File: src/rtl/uart_receive.sv
// UART receiver: 8 data bits, LSB first, one stop bit, mid-bit sampling.
// Define UART_RX_PARITY_EN to expect an even-parity bit after data bit 7.
module uart_receive #(
  parameter int CLK_FREQ = 100_000_000,
  parameter int BAUD     = 115200
) (
  input  logic       clk,
  input  logic       rst,
  input  logic       rx,
  output logic [7:0] data,
  output logic       valid,
  output logic       busy,
  output logic       frame_err,
  output logic       parity_err
);

  localparam int CLKS_PER_BIT = CLK_FREQ / BAUD;
  localparam int HALF_BIT     = CLKS_PER_BIT / 2;
  localparam int CW           = (CLKS_PER_BIT > 1) ? $clog2(CLKS_PER_BIT) : 1;

  localparam logic [CW-1:0] BIT_END  = CW'(CLKS_PER_BIT - 1);
  localparam logic [CW-1:0] HALF_END = CW'(HALF_BIT - 1);

  typedef enum logic [2:0] {
    IDLE,
    START,
    DATA,
`ifdef UART_RX_PARITY_EN
    PARITY,
`endif
    STOP
  } state_t;

  state_t        state, state_next;
  logic          rx_meta, rx_s, rx_prev;
  logic [CW-1:0] clk_count, count_next;
  logic [2:0]    bit_index, index_next;
  logic [7:0]    shift_reg, shift_next;
  logic [7:0]    data_next;
  logic          valid_next, frame_err_next;
`ifdef UART_RX_PARITY_EN
  logic          parity_bad, parity_bad_next, parity_err_next;
`endif

  // rx_prev is the delayed synchronized line used for falling-edge detection.
  always_ff @(posedge clk) begin
    if (rst) begin
      rx_meta <= 1'b1;
      rx_s    <= 1'b1;
      rx_prev <= 1'b1;
    end else begin
      // NOTE: non-blocking assignments so each flop captures the previous stage's old value.
      rx_meta <= rx;
      rx_s    <= rx_meta;
      rx_prev <= rx_s;
    end
  end

  always_ff @(posedge clk) begin
    if (rst) begin
      state     <= IDLE;
      clk_count <= '0;
      bit_index <= '0;
      shift_reg <= '0;
      data      <= '0;
      valid     <= 1'b0;
      frame_err <= 1'b0;
    end else begin
      state     <= state_next;
      clk_count <= count_next;
      bit_index <= index_next;
      shift_reg <= shift_next;
      data      <= data_next;
      valid     <= valid_next;
      frame_err <= frame_err_next;
    end
  end

`ifdef UART_RX_PARITY_EN
  always_ff @(posedge clk) begin
    if (rst) begin
      parity_bad <= 1'b0;
      parity_err <= 1'b0;
    end else begin
      parity_bad <= parity_bad_next;
      parity_err <= parity_err_next;
    end
  end
`else
  assign parity_err = 1'b0;
`endif

  assign busy = (state != IDLE);

  always_comb begin
    // NOTE: every output of this block gets a default first, so no path can infer a latch.
    state_next      = state;
    count_next      = clk_count;
    index_next      = bit_index;
    shift_next      = shift_reg;
    data_next       = data;
    valid_next      = 1'b0;
    frame_err_next  = 1'b0;
`ifdef UART_RX_PARITY_EN
    parity_bad_next = parity_bad;
    parity_err_next = 1'b0;
`endif

    unique case (state)
      IDLE: begin
        count_next = '0;
        index_next = '0;
        if (rx_prev && !rx_s) state_next = START;
      end

      // A start bit that is high again at mid-bit is treated as a glitch.
      START: begin
        if (clk_count == HALF_END) begin
          count_next = '0;
          index_next = '0;
          state_next = rx_s ? IDLE : DATA;
        end else begin
          count_next = clk_count + 1'b1;
        end
      end

      DATA: begin
        if (clk_count == BIT_END) begin
          count_next            = '0;
          shift_next[bit_index] = rx_s;
          if (bit_index == 3'd7) begin
`ifdef UART_RX_PARITY_EN
            state_next = PARITY;
`else
            state_next = STOP;
`endif
          end else begin
            index_next = bit_index + 3'd1;
          end
        end else begin
          count_next = clk_count + 1'b1;
        end
      end

`ifdef UART_RX_PARITY_EN
      // Even parity: the data bits and the parity bit together hold an even count of ones.
      PARITY: begin
        if (clk_count == BIT_END) begin
          count_next      = '0;
          parity_bad_next = ((^shift_reg) != rx_s);
          state_next      = STOP;
        end else begin
          count_next = clk_count + 1'b1;
        end
      end
`endif

      // Framing error takes precedence over a parity error; data only updates on a clean frame.
      STOP: begin
        if (clk_count == BIT_END) begin
          count_next = '0;
          state_next = IDLE;
          if (!rx_s) begin
            frame_err_next = 1'b1;
`ifdef UART_RX_PARITY_EN
          end else if (parity_bad) begin
            parity_err_next = 1'b1;
`endif
          end else begin
            valid_next = 1'b1;
            data_next  = shift_reg;
          end
        end else begin
          count_next = clk_count + 1'b1;
        end
      end

      default: state_next = IDLE;
    endcase
  end

endmodule

File: config.mk
export PLATFORM = sky130hd
export DESIGN_NAME = uart_receive
export DESIGN_NICKNAME = d
export VERILOG_FILES = /design/src/rtl/uart_receive.sv
export SDC_FILE = /design/constraint.sdc
export NUM_CORES = 1
export LEC_CHECK = 0
export CAP_MARGIN = 30
export CORE_AREA = 8 8 90 60
export CTS_CLUSTER_SIZE = 40
export DETAILED_ROUTE_END_ITERATION = 10
export DIE_AREA = 0 0 98 68
export PLACE_DENSITY_LB_ADDON = 0.25
export SETUP_SLACK_MARGIN = 0.2
export SYNTH_ARGS = -nofsm -noshare
export SYNTH_HDL_FRONTEND = slang
export SYNTH_SLANG_ARGS = --single-unit
File: constraint.sdc
create_clock -name clk -period 2.2 [get_ports clk]
set_clock_uncertainty 0.05 [all_clocks]
set_input_delay 0.44 -clock clk [delete_from_list [all_inputs] [get_ports clk]]
set_output_delay 0.44 -clock clk [all_outputs]
set_load 0.02 [all_outputs]
* Word level (Yosys, flattened, before mapping) *
Cells that the tools add are included.

word-level totals
  output and inout port bits = 12
  bits in registers = 37
  input port bits = 3
  word-level logic and storage cells = 60

cells by class
  multiplexer cells = 19
  bitwise operators = 2
  equal/unequal tests = 12
  add/sub/neg operators = 2
  reduce and logical (&&, ||, !) cells = 13
  magnitude comparators = 2

operators with widths
  kind                     number
  $pmux W10 S3             1
  $mux W3                  8
  $mux W10                 2
  $ne A2 B2 Y1 const B     6
  $pmux W3 S4              1
  $add A10 B1 Y10 const B  1
  $eq A10 B10 Y1 const B   1
  $eq A10 B9 Y1 const B    1
  $pmux W3 S3              1
  $reduce_bool A3 Y1       3
  $bwmux W8                1
  $eq A3 B2 Y1 const B     2
  $reduce_and A5 Y1        1
  $lt A3 B4 Y1 const B     1
  $reduce_and A4 Y1        1
  $add A3 B1 Y3 const B    1
  $demux W1 S3             1
  $eq A3 B1 Y1 const B     1
  $eq A3 B3 Y1 const B     1
  $ge A3 B1 Y1 const B     1
  $logic_not A3 Y1         1
  $mux W1                  3
  $reduce_and A3 Y1        1
  $reduce_or A3 Y1         1
  other kinds (6)          8

* Longest topological paths before layout *
  depth after elaboration = 5
  depth in mapped cells = 6
  depth with buffers taken out = 6

* Least setup slack after synthesis *
OpenSTA, ideal clock, no wires.

  kind = reg-to-reg
  start = reg clk_count[0]
  end = reg clk_count[2]
  buffers on the path = 0
  path slack = 0.647 ns
  required time = 2.009 ns
  cell stages (with the launch flop) = 6
  arrival = 1.362 ns
  clock period less this slack = 1.553 ns
  library setup time = 0.141 ns
  path through = dfxtp_1 -> ha_1 -> and4bb_2 -> nand2_1 -> a21boi_1 -> nor3_1

between the ends
  word-level cells in the longest chain between the ends = 3
  elaborated cells between the ends (all ways) = 6
  those cells by class = 1 x add/sub; 2 x eq/ne; 3 x mux

RTL lines
  item                                           RTL line       text
  start, declared                                36             logic [CW-1:0] clk_count, count_next;
  start signal, assigned                         70             clk_count <= count_next;
  $add A10 B1 Y10, or another cell as far along  123, 141, 174
  $mux W10, on equally long branches             128, 160, 118
  $pmux W10 S3 (*)                               109            unique case (state)

Mark *: on every way between the ends. The rest lies on a longest branch, timed or not.
A chain may end at the register's enable or synchronous reset.

* Worst setup path in the final report *
  start = reg clk_count[0]
  end = reg clk_count[8]

Same word-level chain as after synthesis.

==> results by group <==
Cells and area
  • Max reg flops: 10
  • Fraction of layout cells with a size suffix above 1: 13.9%
  • Final core occ: 45.1%
  • Antenna cells: 0
  • Final Cell Area: 1900 sq um
  • Area grow syn2layout: 20.6%
  • Nets: 186

Synth
  • Warning count from the yosys run: 0
  • Syn Area/Cell: ~9.8 sq um
  • Mapped Area: 1570 sq um
  • Seq cells post-synth: 36
  • Syn nets: ~170
  • Yosys cell types: 39
  • Async set-or-reset flop fraction in the synthesized netlist: 0%
  • EDFF count, synth: 0
  • Main flop type after synthesis: dfxtp_1
  • Sequential-to-total area share from yosys stat: 45.8%
  • Post-synthesis cell count: 161

Die
  • Rows: 19
  • Die width: 98 um
  • Die span in y: 68 um
  • Core Region: approximately 4200 sq um
  • Die area: ~6700 sq um
  • Initial core utilization: 37.4%
  • Ports: 15

Clock network
  • Clock-pin slew on the worst setup and hold paths: 0.07 ns
  • Skew-Pair Late Insertion Delay: 0.28 ns
  • # Post-CTS Setup Buffers: 0
  • Num CTS Buffers: 5
  • CTS tree: built
  • H-tree Lvls: 2
  • Post-CTS Hold Fix Bufs: 0
  • Clock Sinks: 36
  • Root buffer cell: clkbuf_8
  • CTS max path bufs: 2
  • Post-CTS sizing: 0

Timing
  • Final worst slack: 0.378 ns
  • Highest clock rate: roughly 550 MHz
  • Max-slew violation count: 0
  • Minimum clock period after layout: 1.82 ns
  • Final number of setup-violating endpoints: 0
  • Min Hold Slack: 0.362 ns
  • Final cycle utilization of the critical path: slightly above 80%
  • Setup TNS: 0 ns
  • Hold Fails Final Rpt: 0
  • Slew margin rel.: ~64%
  • RSZ-0062 raised after global routing: false
  • Slew @ Worst Pin: roughly 0.54 ns

Routing
  • Final wirelength: roughly 3.1 mm
  • Initial DRT Pass Iterations: 4
  • WL/cell: 13.5 um
  • Via density: 5.09
  • Starting DRT DRC Count: 54
  • DR vias: 1181
  • Remaining DRCs: 0
  • Antenna Nets Post-Route: 0

GRT
  • Total GRT Usage: about a tenth
  • Largest net degree at the start of global routing: 17
  • Global-route wire length before repair: 5.20 mm
  • Vias in the first global route: around 1100
  • Overflow after GRT: 0
  • Initial antenna violation count: 0

Power and ir drop
  • Power density over cell area: around 690 nW/um^2
  • Peak VDD IR: 331 uV
  • Pleak: 0.730 nW

Placed design
  • DP Worst Slack: 0.369 ns
  • DP Area: ~1800 sq um
  • Gp weighted congestion: 0.844
  • Post-DP HPWL: 2.29 mm
  • I/O Buffers: 13

Critical path
  • Crit path max fanout: 7
  • CP Capture Type: register
  • CP Data Required Time: 2.29 ns
  • Startpoint types: register
  • CP Class: register to register
  • CP arrival: 1.92 ns

Outcome
  • Outcome: finished clean

Job
  • MaxCap Viol Count: 0

Hold path
  • Hold Path Class: register to register
-- final cells by class --
type                            instances  area [sq um]
Clock buffer                            7          96.3
Clock inverter                          1          30.0
Fill cell                             403          2310
Inverter                                1          3.75
Multi-Input combinational cell        117           811
Sequential cell                        36           722
Tap cell                               52          65.1
Timing Repair Buffer                   18           170
-- where the power goes --
part           switching (mW)  total [mW]  internal [mW]  leakage [nW]
sequential            0.00415       0.660          0.655         0.291
combinational          0.0171      0.0344         0.0174         0.374
clock                   0.223       0.622          0.400        0.0645
-- worst max-delay path, cell delays in order (launching register included) --
cell	delay, ns
dfxtp_1	0.37
ha_1	0.20
and4bb_2	0.30
nand2_1	0.17
a21boi_1	0.48
nor3_1	0.10
-- Yosys cell counts (3+ instances only) --
library cell,n,area (sq um)
nand3_1,9,45.0
or2_2,4,25.0
nand2b_1,9,56.3
xor2_1,5,43.8
mux2i_1,8,80.1
ha_1,4,50.1
nand4_1,4,25.0
nand3b_1,8,60.1
nand2_1,9,33.8
clkbuf_1,3,11.3
and3_1,4,25.0
a21oi_1,4,20.0
nor3_1,10,50.1
nor2_1,7,26.3
xnor2_1,3,26.3
dfxtp_1,36,721
o21ai_0,8,40.0
-- kinds of logic (layout without fill, tap and decap cells) --
group | after synthesis | in the layout | synth area share [%]
DFF | 36 | 36 | 45.8
and+or+nand+nor | 77 | 77 | 30.8
adders and majority gates | 4 | 4 | 3.18
buffers and inverters | 8 | 27 | 2.70
AOI/OAI and AO/OA | 18 | 18 | 7.00
other | 1 | 1 | 0.238
xor gates and xnor gates | 8 | 8 | 4.45
muxes | 9 | 9 | 5.80
-- stage by stage --
stage,power (mW),instances
after CTS,1.33,232
after global placement,0.708,224
after global routing,1.37,232
after floorplan,0.695,161
after detailed placement,0.709,224
final,1.32,232
-- path summary, 6_finish.rpt --
check,startpoint,endpoint,slack [ns],cells after the start
setup / recovery,clk_count[0],clk_count[8],0.38,5
hold reg to reg,rx_meta,rx_s,0.36,1
hold / removal,rx_meta,rx_s,0.36,1
setup reg to reg,clk_count[0],clk_count[8],0.38,5
-- routing by layer --
layer,vias up,track usage (%),wire (um)
met2,15,13.6,1190
met3,5,3.65,148
li1,606,-,-
met1,555,13.0,1750
met4,0,5.78,48
met5,-,0,0
-- placed cells by master (no fill, tap or decap), drive strengths merged --
cell type	count
nand2b	9
nor3	10
nand3	9
dfxtp	36
bufinv	1
nor4	1
and3b	1
or2	4
a211oi	1
a21oi	4
a22o	2
mux2i	8
nor2	7
and2	2
o21bai	1
conb	1
and4bb	2
clkdlybuf4s50	12
xnor2	3
and4b	1
a41o	1
or3	1
a21boi	1
mux2	1
nor3b	3
nand2	9
and4	1
xor2	5
or4b	1
dlymetal6s2s	1
ha	4
and3	4
clkbuf	7
inv	1
nand3b	8
buf	5
nand4	4
o21ai	8
Power figures use the tool's default switching activity.
